<file path="src/rtl/cp0_regs_if.sv">
// mtc0/mfc0 access bus between the core's control FSM (master) and the CP0 register block (slave).
interface cp0_regs_if;
    logic        cp0_we;
    logic [4:0]  cp0_addr;
    logic [31:0] cp0_wdata;
    logic [31:0] cp0_rdata;

    modport master (
        output cp0_we,
        output cp0_addr,
        output cp0_wdata,
        input  cp0_rdata
    );

    modport slave (
        input  cp0_we,
        input  cp0_addr,
        input  cp0_wdata,
        output cp0_rdata
    );
endinterface

</file>
<file path="src/rtl/cp0_regs.sv">
// Coprocessor-0 register block: Status/Cause/EPC/Count/Compare, exception entry/eret updates,
// and gated keyboard/timer interrupt requests for the control FSM.
module cp0_regs #(
    parameter logic [31:0] HANDLER_ADDR = 32'h0000_0180
) (
    input  logic        clk,
    input  logic        reset,
    cp0_regs_if.slave   bus,
    input  logic        exc_entry,
    input  logic [4:0]  exc_code,
    input  logic [31:0] epc_in,
    input  logic        eret,
    input  logic        hw_int,
    output logic        int_kbd,
    output logic        int_cnt,
    output logic [31:0] epc_out,
    output logic [31:0] handler_addr,
    output logic [31:0] status_out
);
    localparam logic [4:0] ADDR_COUNT   = 5'd9;
    localparam logic [4:0] ADDR_COMPARE = 5'd11;
    localparam logic [4:0] ADDR_STATUS  = 5'd12;
    localparam logic [4:0] ADDR_CAUSE   = 5'd13;
    localparam logic [4:0] ADDR_EPC     = 5'd14;

    logic        ie_reg;
    logic        exl_reg;
    logic [1:0]  im_reg;
    logic [4:0]  exc_code_reg;
    logic        ip1_reg;
    logic [1:0]  sync_reg;
    logic [31:0] epc_reg;
    logic [31:0] count_reg;
    logic [31:0] compare_reg;

    logic        ip0;
    logic        wr_ok;
    logic        timer_hit;
    logic [31:0] status_val;
    logic [31:0] cause_val;

    assign ip0        = sync_reg[1];
    // exc_entry and eret own the cycle; a concurrent mtc0 is dropped.
    assign wr_ok      = bus.cp0_we & ~exc_entry & ~eret;
    assign timer_hit  = (count_reg == compare_reg) && (compare_reg != 32'd0);
    assign status_val = {20'd0, im_reg, 8'd0, exl_reg, ie_reg};
    assign cause_val  = {20'd0, ip1_reg, ip0, 3'd0, exc_code_reg, 2'd0};

    always_ff @(posedge clk) begin
        if (reset) begin
            ie_reg       <= 1'b0;
            exl_reg      <= 1'b0;
            im_reg       <= 2'b00;
            exc_code_reg <= 5'd0;
            ip1_reg      <= 1'b0;
            sync_reg     <= 2'b00;
            epc_reg      <= 32'd0;
            count_reg    <= 32'd0;
            compare_reg  <= 32'd0;
        end else begin
            sync_reg <= {sync_reg[0], hw_int};

            if (wr_ok && bus.cp0_addr == ADDR_COUNT)
                count_reg <= bus.cp0_wdata;
            else
                count_reg <= count_reg + 32'd1;

            // Writing Compare acknowledges the timer, even against a same-cycle match.
            if (wr_ok && bus.cp0_addr == ADDR_COMPARE)
                ip1_reg <= 1'b0;
            else if (timer_hit)
                ip1_reg <= 1'b1;

            if (exc_entry) begin
                epc_reg      <= epc_in;
                exc_code_reg <= exc_code;
                exl_reg      <= 1'b1;
            end else if (eret) begin
                exl_reg <= 1'b0;
            end else if (bus.cp0_we) begin
                case (bus.cp0_addr)
                    ADDR_COMPARE: compare_reg <= bus.cp0_wdata;
                    ADDR_STATUS: begin
                        ie_reg  <= bus.cp0_wdata[0];
                        exl_reg <= bus.cp0_wdata[1];
                        im_reg  <= bus.cp0_wdata[11:10];
                    end
                    ADDR_CAUSE:   exc_code_reg <= bus.cp0_wdata[6:2];
                    ADDR_EPC:     epc_reg <= bus.cp0_wdata;
                    default: ;
                endcase
            end
        end
    end

    always_comb begin
        bus.cp0_rdata = 32'd0;
        case (bus.cp0_addr)
            ADDR_COUNT:   bus.cp0_rdata = count_reg;
            ADDR_COMPARE: bus.cp0_rdata = compare_reg;
            ADDR_STATUS:  bus.cp0_rdata = status_val;
            ADDR_CAUSE:   bus.cp0_rdata = cause_val;
            ADDR_EPC:     bus.cp0_rdata = epc_reg;
            default:      bus.cp0_rdata = 32'd0;
        endcase
    end

    assign int_kbd      = ip0 & im_reg[0] & ie_reg & ~exl_reg;
    assign int_cnt      = ip1_reg & im_reg[1] & ie_reg & ~exl_reg;
    assign epc_out      = epc_reg;
    assign handler_addr = HANDLER_ADDR;
    assign status_out   = status_val;
endmodule

</file>
<file path="src/flat_wrapper.sv">
// flat-port wrapper written by rule: the top's interface ports become plain ports
module cp0_regs_flat 
#(
    parameter logic [31:0] HANDLER_ADDR = 32'h0000_0180
)
  (clk, reset, exc_entry, exc_code, epc_in, eret, hw_int, int_kbd, int_cnt, epc_out, handler_addr, status_out, bus_cp0_we, bus_cp0_addr, bus_cp0_wdata, bus_cp0_rdata);
  cp0_regs_if bus_i ();
  input  logic clk;
  input  logic reset;
  input  logic exc_entry;
  input  logic [4:0] exc_code;
  input  logic [31:0] epc_in;
  input  logic eret;
  input  logic hw_int;
  output logic int_kbd;
  output logic int_cnt;
  output logic [31:0] epc_out;
  output logic [31:0] handler_addr;
  output logic [31:0] status_out;
  input wire logic [$bits(bus_i.cp0_we)-1:0] bus_cp0_we;
  input wire logic [$bits(bus_i.cp0_addr)-1:0] bus_cp0_addr;
  input wire logic [$bits(bus_i.cp0_wdata)-1:0] bus_cp0_wdata;
  output wire logic [$bits(bus_i.cp0_rdata)-1:0] bus_cp0_rdata;
  assign bus_i.cp0_we = bus_cp0_we;
  assign bus_i.cp0_addr = bus_cp0_addr;
  assign bus_i.cp0_wdata = bus_cp0_wdata;
  assign bus_cp0_rdata = bus_i.cp0_rdata;
  cp0_regs #(.HANDLER_ADDR(HANDLER_ADDR)) u_core (.clk(clk), .reset(reset), .bus(bus_i), .exc_entry(exc_entry), .exc_code(exc_code), .epc_in(epc_in), .eret(eret), .hw_int(hw_int), .int_kbd(int_kbd), .int_cnt(int_cnt), .epc_out(epc_out), .handler_addr(handler_addr), .status_out(status_out));
endmodule
</file>
<file path="config.mk">
export PLATFORM = sky130hd
export DESIGN_NAME = cp0_regs_flat
export DESIGN_NICKNAME = d
export VERILOG_FILES = /design/src/rtl/cp0_regs_if.sv /design/src/rtl/cp0_regs.sv /design/src/flat_wrapper.sv
export SDC_FILE = /design/constraint.sdc
export NUM_CORES = 1
export LEC_CHECK = 0
export CORE_ASPECT_RATIO = 0.7
export CORE_UTILIZATION = 47
export DETAILED_ROUTE_END_ITERATION = 16
export PLACE_DENSITY = 0.82
export SYNTH_ARGS = -nofsm -noshare
export SYNTH_HDL_FRONTEND = slang
export SYNTH_SLANG_ARGS = --single-unit
</file>
<file path="constraint.sdc">
create_clock -name clk -period 2.6 [get_ports clk]
set_input_delay 0.52 -clock clk [delete_from_list [all_inputs] [get_ports clk]]
set_output_delay 0.52 -clock clk [all_outputs]
set_load 0.01 [all_outputs]
</file>
---- Word-level counts from Yosys, hierarchy flattened ----
Cells that the tools add are included.
storage, ports and cells
  register bits after elaboration ......... 108
  word-level logic and storage cells ...... 57
  input port bits ......................... 80
operators by class
  add/sub/neg operators ................... 1
  eq/ne operators ......................... 7
  reductions and logical operators ........ 15
  bitwise operators ....................... 11
  muxes and demuxes ....................... 14
operators by type and width
  cell                                            count
  two-way mux 32 bit                              5
  case mux 32 bit (5 select lines)                1
  adder 32 x 1 -> 32 bit (second input constant)  1
  == test 32 bit                                  1
  nonzero test 32 bit                             1
  == test 5 x 4 -> 1 bit (second input constant)  5
  two-way mux 5 bit                               4
  AND 1 bit                                       8
  AND reduction 4 bit                             2
  AND reduction 3 bit                             2
  nonzero test 2 bit                              3
  nonzero test 3 bit                              2
  two-way mux 1 bit                               4
  logical AND 1 bit                               3
  inverter 1 bit                                  3
  != test 2 bit (second input constant)           1
  AND reduction 2 bit                             1
  OR reduction 2 bit                              1

---- Depth between registers and ports, before layout ----
Gate-level depths: netlist of the first run.
  depth after elaboration ................. 5
  mapped depth ............................ 8
  gate-level depth less buffers ........... 6

---- Worst setup path after synthesis of the first run ----
Ideal clock, no wire load.
  path type ............................... in2out
  from .................................... input port bus_cp0_addr[0]
  to ...................................... output port bus_cp0_rdata[0]
  setup slack ............................. 502 ps
  data required time ...................... 2080 ps
  path buffers ............................ 2
  stages .................................. 6
  arrival ................................. 1578 ps
  path through ............................ buf_2 > inv_1 > nor3_2 > clkbuf_1 > a222oi_1 > nand2_1
on the way
  longest elaborated chain between the ends .. 2
  elaborated cells between the ends (all ways) .. 6
  those cells by class .................... 5 x eq/ne; 1 x mux
RTL lines
  what                                  line                RTL
  start, declared                       flat_wrapper.sv:21  input wire logic [$bits(bus_i.cp0_addr)-1:0] bus_cp0_addr;
  == test 5 x 4 -> 1 bit                cp0_regs.sv:98      case (bus.cp0_addr)
  case mux 32 bit (5 select lines) (*)  cp0_regs.sv:98
  end, declared                         flat_wrapper.sv:23  output wire logic [$bits(bus_i.cp0_rdata)-1:0] bus_cp0_rdata;
Mark *: on every way between the ends. The rest lies on a longest branch, timed or not.

---- Worst setup path after layout of the first run ----
  from .................................... input port bus_cp0_addr[4]
  to ...................................... output port bus_cp0_rdata[1]
The elaborated chain is that of the path after synthesis.

==> flow_metrics.env, run 1 <==
export IMPL_status="finished, final reports clean"
export IMPL_vias=5943
export IMPL_grt_setup_unrepaired="true"
export IMPL_place_congestion=0.879
export IMPL_grt_pass1_vias=5543
export IMPL_cts_tree="yes"
export IMPL_fp_dieW_um=140
export IMPL_slowest_stage="nor3b_4"
export IMPL_dr_pass1_iters=6
export IMPL_drc=0
export IMPL_max_slew_margin_rel=0.575
export IMPL_start_util=0.494
export IMPL_antenna_found_initial=0
export IMPL_power_density_mw_per_mm2=436
export IMPL_wl_per_cell_um=18.9
export IMPL_design_core_area_mm2=0.0127
export IMPL_cp_cell_sequence="clkdlybuf4s15_1, nand3b_1, buf_4, nor3b_4, buf_6, buf_16, a222oi_1, nand2_1, clkdlybuf4s15_2"
export IMPL_p_total_mw=3.58
export IMPL_fillers=1047
export IMPL_row_count=34
export IMPL_final_max_slew_viol_count=0
export IMPL_synth_edf_count=0
export IMPL_worstPathArrival_ns=2.03
export IMPL_setup_violations_final=0
export IMPL_regArea_mm2=0.00216
export IMPL_fin_cells=1041
export IMPL_hpwl_um=13900
export IMPL_cts_sinks=108
export IMPL_layout_min_cycle_time_ns=2.55
export IMPL_critPathRequiredTime_ns=2.08
export IMPL_synth_area_mm2=0.00628
export IMPL_cp_max_fo=8
export IMPL_setup_ws_ns=0.0500
export IMPL_async_reset_ff_frac=0
export IMPL_first_iter_violations=650
export IMPL_clockBufferDepth=2
export IMPL_wirelength_um=19700
export IMPL_dp_cells=1017
export IMPL_synth_seq_cells=108
export IMPL_crit_type="in2out"
export IMPL_vdd_drop_max_mv=0.343
export IMPL_period_share=0.981
export IMPL_ioPinCount=210
export IMPL_cts_buffers=9
export IMPL_hold_ws_ns=0.465
export IMPL_antenna_cells=0
export IMPL_drtAntennaViolNets=0
export IMPL_hold_path_class="reg2reg"
export IMPL_utilization=0.646
export IMPL_place_area_mm2=0.00791
export IMPL_nets=957
export IMPL_htree_levels=3
export IMPL_post_synth_top_count_cell="nor2_1"
export IMPL_hold_viol=0
export IMPL_yosysTopAreaCell="dfxtp_1"
export IMPL_ys_seq_area_frac=0.344
export IMPL_post_route_cell_area_mm2=0.00822
export IMPL_fin_worst_skew_ns=0.00720
export IMPL_die_y_um=98.7
export IMPL_fmax_mhz=392
export IMPL_synth_area_leaders="dfxtp_1 (34%), mux2i_1 (12%), a211oi_1 (7.7%)"
export IMPL_drive_gt1_frac=0.131
export IMPL_clk_latency_ns=0.35
export IMPL_track_usage=0.280
export IMPL_clkSlewWorstSetupHoldPaths_ns=0.07
export IMPL_grt_pass1_wl_um=30300
export IMPL_multiInputGateArea_mm2=0.00355
export IMPL_endpoint_kind="primary output"
export IMPL_ys_types=42
export IMPL_vias_per_cell=5.71
export IMPL_hold_buffers=0
export IMPL_syn_to_final_growth_pct=30.9
export IMPL_synth_top_area_share=0.344
export IMPL_tns_ns=0
export IMPL_maxCapViolCount=0
export IMPL_die_area_mm2=0.0138
export IMPL_pre_cts_ws_ns=-0.484
export IMPL_synthTopCellsByCount="nor2_1 (114), dfxtp_1 (108), mux2i_1 (75)"
export IMPL_slowest_delay_ns=0.22
export IMPL_start_kind="primary input"
export IMPL_synthFlopType="dfxtp_1"
export IMPL_postSynthCellCount=721
export IMPL_grt_max_degree=49
export IMPL_root_buffer="clkbuf_16"
export IMPL_yosys_warnings=0
export IMPL_power_leakage_nw=3.55
export IMPL_grt_overflow_total=0
export IMPL_port_buffer_count=149
export IMPL_tightest_slew_ns=0.633
export IMPL_synth_area_per_cell_um2=8.71
[kinds of logic (layout without fill, tap and decap cells)]
logic type	after synthesis	count (layout)	share of synthesized area
other	2	60	0.00120
multiplexers	75	75	0.120
adder cells (fa/ha/maj)	1	1	0.00199
AO/OA/AOI/OAI	104	104	0.136
flip-flops	108	108	0.344
XOR/XNOR	55	55	0.0767
buffers and inverters	144	244	0.130
AND/OR/NAND/NOR	232	232	0.190
[path summary, 6_finish.rpt]
check                                         start                    to  slack (ns)  cells past startpoint
worst max register to register  u_core.count_reg[1]  u_core.count_reg[20]        0.31                      6
worst min register to register   u_core.sync_reg[0]    u_core.sync_reg[1]        0.46                      1
worst min-delay path             u_core.sync_reg[0]    u_core.sync_reg[1]        0.46                      1
worst max-delay path                bus_cp0_addr[4]      bus_cp0_rdata[1]        0.05                      9
[cell usage in the layout, fill, tap and decap left out, types with 7 or more instances in the layout]
cell	Yosys	final
nor2_1	114	113
clkdlybuf4s50_1	0	111
dfxtp_1	108	108
mux2i_1	75	75
a211oi_1	64	64
conb_1	2	60
buf_4	63	38
xnor2_1	37	37
a222oi_1	30	30
nand2_1	28	27
inv_1	27	26
buf_2	12	21
nand4_1	19	19
xor2_1	18	18
nand3_1	16	16
nor4_1	12	12
clkbuf_16	0	11
clkbuf_2	0	9
buf_12	0	8
and4_1	7	7
[report_power, final]
group          leakage (nW)  internal (mW)  switching (mW)
clock                 0.134          0.720           0.604
sequential            0.881           1.70          0.0515
combinational          2.53          0.263           0.242
[critical path: cells and delay by family]
family | cells | cell delay [ns]
AOI/OAI and AO/OA | 1 | 0.09
buffers and inverters | 5 | 0.89
and+or+nand+nor | 3 | 0.51
[metal layers]
metal | vias up | track usage | share of wire
li1 | 2778 | - | -
met1 | 2818 | 0.400 | 0.46
met2 | 323 | 0.420 | 0.43
met3 | 24 | 0.0656 | 0.099
met4 | 0 | 0.0820 | 0.015
met5 | - | 0 | 0
[cell type report]
type,instances,area share
Inverter,27,0.0123
Multi-Input combinational cell,527,0.432
Sequential cell,108,0.263
Tap cell,162,0.0247
Clock buffer,13,0.0329
Timing Repair Buffer,203,0.234
Clock inverter,1,0.000913
[timing repair]
action                     CTS  global route
setup buffers                6             0
cloned                       2             2
setup endpoints to repair   32            20
pin swaps                   32             4
gates resized for setup    114            20
(Power assumes the default switching activity.)
==> run 2, diff against run 1 <==
--- a/config.mk
+++ b/config.mk
@@ -5,7 +5,7 @@
 export SDC_FILE = /design/constraint.sdc
 export NUM_CORES = 1
 export LEC_CHECK = 0
-export CORE_ASPECT_RATIO = 0.7
+export CORE_MARGIN = 1
 export CORE_UTILIZATION = 47
 export DETAILED_ROUTE_END_ITERATION = 16
 export PLACE_DENSITY = 0.82
==> flow_metrics.env, run 2 (synthesis gave the netlist of run 1 again) <==
export IMPL_critPathRequiredTime_ns=2.08
export IMPL_tightest_slew_ns=0.682
export IMPL_p_total_mw=3.57
export IMPL_cp_max_fo=6
export IMPL_track_usage=0.263
export IMPL_crit_buf_inv=4
export IMPL_nets=949
export IMPL_fmax_mhz=402
export IMPL_slowest_delay_ns=0.25
export IMPL_top_layer_used="met4"
export IMPL_die_y_um=118
export IMPL_hpwl_um=13200
export IMPL_vias_per_cell=5.66
export IMPL_wirelength_um=18400
export IMPL_worstPathArrival_ns=1.97
export IMPL_grt_overflow_total=0
export IMPL_vdd_drop_max_mv=0.312
export IMPL_vias=5916
export IMPL_layout_min_cycle_time_ns=2.49
export IMPL_wl_met2_um=8700
export IMPL_grt_setup_unrepaired="false"
export IMPL_start_util=0.489
export IMPL_grt_max_degree=51
export IMPL_clkSlewWorstSetupHoldPaths_ns=0.07
export IMPL_post_route_cell_area_mm2=0.00810
export IMPL_tns_ns=0
export IMPL_fp_dieW_um=118
export IMPL_grt_pass1_vias=5657
export IMPL_clk_latency_ns=0.35
export IMPL_met3_length_um=1490
export IMPL_layout_commonest_cell="nor2_1"
export IMPL_slowest_stage="dlygate4sd2_1"
export IMPL_setup_violations_final=0
export IMPL_clockBufferDepth=2
export IMPL_cp_cell_sequence="dlygate4sd2_1, nand3b_1, buf_4, nor3_4, buf_6, nand2_1, o21ai_2, a221o_1, buf_2"
export IMPL_fin_worst_skew_ns=0.00562
export IMPL_wl_per_cell_um=17.6
export IMPL_htree_levels=3
export IMPL_power_leakage_nw=3.50
export IMPL_wirelength_met1_um=7740
export IMPL_max_slew_margin_rel=0.542
export IMPL_power_density_mw_per_mm2=441
export IMPL_final_max_slew_viol_count=0
export IMPL_cts_sinks=108
export IMPL_die_area_mm2=0.0138
export IMPL_hold_path_class="reg2reg"
export IMPL_drc=0
export IMPL_maxCapViolCount=0
export IMPL_row_count=41
export IMPL_hold_viol=0
export IMPL_drtAntennaViolNets=0
export IMPL_place_area_mm2=0.00788
export IMPL_grt_pass1_wl_um=29300
export IMPL_antenna_found_initial=0
export IMPL_period_share=0.957
export IMPL_design_core_area_mm2=0.0128
export IMPL_cts_tree="yes"
export IMPL_root_buffer="clkbuf_16"
export IMPL_first_iter_violations=564
export IMPL_dr_pass1_iters=9
export IMPL_hold_buffers=0
export IMPL_syn_to_final_growth_pct=29.0
export IMPL_port_buffer_count=149
export IMPL_final_cell_mix="nor2_1 (112), clkdlybuf4s50_1 (111), dfxtp_1 (108), mux2i_1 (75), a211oi_1 (64)"
export IMPL_endpoint_kind="primary output"
export IMPL_place_congestion=0.983
export IMPL_start_kind="primary input"
export IMPL_drive_gt1_frac=0.128
export IMPL_ioPinCount=210
export IMPL_cts_buffers=9
export IMPL_critPathTopFamily="buffers and inverters"
export IMPL_crit_type="in2out"
export IMPL_antenna_cells=0
export IMPL_status="finished, final reports clean"
==> run 2: layer usage <==
layer,GRT usage,vias to the layer above
met3,0.0523,44
met1,0.333,2780
met4,0.108,0
met2,0.435,329
li1,-,2763
met5,0,-
==> run 2: per-stage QoR <==
stage | setup slack (ns) | util | hold slack, ns | std cells
floorplan | 0.502 | - | 0.414 | 779
global placement | -0.427 | 0.615 | 0.460 | 1023
detailed placement | -0.442 | 0.615 | 0.463 | 1023
CTS | 0.0792 | 0.637 | 0.475 | 1044
global route | 0.00803 | 0.632 | 0.483 | 1045
finish | 0.112 | 0.632 | 0.479 | 1045
==> run 2: area by class of cell <==
type / instances / area [um^2]
Clock buffer: 11 / 243
Tap cell: 172 / 215
Multi-Input combinational cell: 527 / 3540
Fill cell: 1119 / 4720
Timing Repair Buffer: 195 / 1800
Sequential cell: 108 / 2160
Clock inverter: 5 / 37.5
Inverter: 27 / 101
==> run 2: power breakdown <==
part | switching [mW] | internal, mW
Combinational | 0.233 | 0.254
Clock | 0.649 | 0.679
Sequential | 0.0485 | 1.70
==> run 2: path summary, 6_finish.rpt <==
check                          to                 from  cells after the start  slack, ns
min            u_core.sync_reg[1]   u_core.sync_reg[0]                      1       0.48
min reg2reg    u_core.sync_reg[1]   u_core.sync_reg[0]                      1       0.48
max             bus_cp0_rdata[11]      bus_cp0_addr[4]                      9       0.11
max reg2reg  u_core.count_reg[21]  u_core.count_reg[0]                      5       0.42
==> run 2: what timing repair did <==
action	4_1_cts	5_1_grt
setup endpoints to repair	32	14
resized for setup	126	18
buffers inserted	4	1
endpoints found under the hold margin	0	0
cloned	1	0
pin swaps	34	1
==> run 3, diff against run 2 <==
==> constraint.sdc (replaced) <==
create_clock -name clk -period 2.6 [get_ports clk]
set_input_delay 0.39 -clock clk [delete_from_list [all_inputs] [get_ports clk]]
set_output_delay 0.39 -clock clk [all_outputs]
set_load 0.01 [all_outputs]
==> flow_metrics.env, run 3 (synthesis gave the netlist of run 1 again) <==
export IMPL_drive_gt1_frac=0.0767
export IMPL_final_max_slew_viol_count=0
export IMPL_syn_to_final_growth_pct=29.0
export IMPL_critPathRequiredTime_ns=2.21
export IMPL_max_slew_margin_rel=0.555
export IMPL_hold_path_class="reg2reg"
export IMPL_fillers=1080
export IMPL_layout_min_cycle_time_ns=2.55
export IMPL_place_congestion=0.961
export IMPL_clkSlewWorstSetupHoldPaths_ns=0.07
export IMPL_setup_ws_ns=0.0507
export IMPL_grt_max_degree=58
export IMPL_fmax_mhz=392
export IMPL_track_usage=0.260
export IMPL_start_kind="primary input"
export IMPL_grt_setup_unrepaired="false"
export IMPL_p_total_mw=3.56
export IMPL_hold_ws_ns=0.458
export IMPL_crit_type="in2out"
export IMPL_pre_cts_ws_ns=-0.152
export IMPL_final_cell_mix="clkdlybuf4s50_1 (115), nor2_1 (113), dfxtp_1 (108), mux2i_1 (75), a211oi_1 (64)"
export IMPL_hold_path_cell_count=1
export IMPL_drtAntennaViolNets=0
export IMPL_antenna_found_initial=0
export IMPL_reg2reg_depth=5
export IMPL_worstPathArrival_ns=2.16
export IMPL_cts_sinks=108
export IMPL_cp_max_fo=21
export IMPL_antenna_cells=0
export IMPL_grt_pass1_wl_um=28900
export IMPL_grt_overflow_total=0
export IMPL_dr_pass1_iters=8
export IMPL_first_iter_violations=486
export IMPL_endpoint_kind="primary output"
export IMPL_ioPinCount=210
export IMPL_wirelength_um=17600
export IMPL_layout_commonest_cell="clkdlybuf4s50_1"
export IMPL_clockBufferDepth=2
export IMPL_fin_worst_skew_ns=0.00683
export IMPL_htree_levels=3
export IMPL_period_share=0.981
export IMPL_met3_length_um=1150
export IMPL_hpwl_um=13100
export IMPL_vdd_drop_max_mv=0.325
export IMPL_grt_pass1_vias=5471
export IMPL_wl_per_cell_um=17.1
export IMPL_cts_buffers=9
export IMPL_drc=0
export IMPL_wl_met2_um=8590
export IMPL_hold_viol=0
export IMPL_tns_ns=0
export IMPL_design_core_area_mm2=0.0128
export IMPL_status="finished, final reports clean"
export IMPL_maxCapViolCount=0
export IMPL_cts_tree="yes"
export IMPL_vias_per_cell=5.50
export IMPL_fp_dieW_um=118
export IMPL_top_layer_used="met4"
export IMPL_post_route_cell_area_mm2=0.00810
export IMPL_die_area_mm2=0.0138
export IMPL_power_density_mw_per_mm2=439
export IMPL_wirelength_met1_um=7640
export IMPL_setup_violations_final=0
export IMPL_nets=937
export IMPL_vias=5679
export IMPL_power_leakage_nw=3.52
export IMPL_place_area_mm2=0.00783
export IMPL_root_buffer="clkbuf_16"
export IMPL_start_util=0.489
export IMPL_clk_latency_ns=0.36
export IMPL_tightest_slew_ns=0.663
export IMPL_port_buffer_count=149
export IMPL_die_y_um=118
export IMPL_row_count=41
## run 3: cell count changes in the layout (fill, tap and decap cells not counted), sizes merged
| cell | before | now |
|---|---|---|
| buf | 77 | 35 |
| clkbuf | 13 | 10 |
| clkdlybuf4s50 | 111 | 115 |
| clkinv | 3 | 2 |
| dlygate4sd2 | 5 | 33 |
| inv | 27 | 28 |
## run 3: where the power goes
| group | internal [mW] | total [mW] | leakage (nW) | switching, mW |
|---|---|---|---|---|
| Sequential | 1.70 | 1.75 | 0.881 | 0.0476 |
| Combinational | 0.252 | 0.482 | 2.50 | 0.231 |
| Clock | 0.675 | 1.32 | 0.131 | 0.647 |
| Total | 2.63 | 3.56 | 3.52 | 0.925 |
## run 3: layer usage
layer / vias to the layer above / global-route usage
met3: 21 / 0.0591
met2: 233 / 0.438
li1: 2740 / -
met1: 2685 / 0.331
met4: 0 / 0.0721
met5: - / 0
## run 3: repair_timing
item / CTS / global route
resized for setup: 37 / 0
setup buffers: 1 / 0
hold buffers: 0 / 0
pin swaps: 4 / 1
endpoints found under the hold margin: 0 / 0
endpoints found under the setup margin: 32 / 1
## run 3: final cells by class
type | count | area, um^2 | share of cell area
Timing Repair Buffer | 183 | 1810 | 0.223
Multi-Input combinational cell | 527 | 3540 | 0.437
Sequential cell | 108 | 2160 | 0.267
Inverter | 27 | 101 | 0.0125
Tap cell | 172 | 215 | 0.0266
Clock buffer | 10 | 239 | 0.0295
Clock inverter | 5 | 37.5 | 0.00463
## run 3: path summary, 6_finish.rpt
check	start	endpoint	slack, ns
setup / recovery	bus_cp0_addr[4]	bus_cp0_rdata[26]	0.05
hold / removal	u_core.sync_reg[0]	u_core.sync_reg[1]	0.46
setup reg to reg	u_core.count_reg[22]	u_core.count_reg[30]	0.44
hold reg to reg	u_core.sync_reg[0]	u_core.sync_reg[1]	0.46
## run 3: through the flow
stage                     utilization  instances
after global routing            0.632       1032
after global placement          0.610       1016
final                           0.632       1032
after CTS                       0.632       1032
after detailed placement        0.610       1016
after floorplan                     -        779
## run 3: critical path, stage by stage
cell and delay [ns]:
clkdlybuf4s50_1 0.48, nand3b_1 0.23, nor3b_4 0.09, buf_12 0.16, a222oi_1 0.38, inv_1 0.11, dlygate4sd2_1 0.30
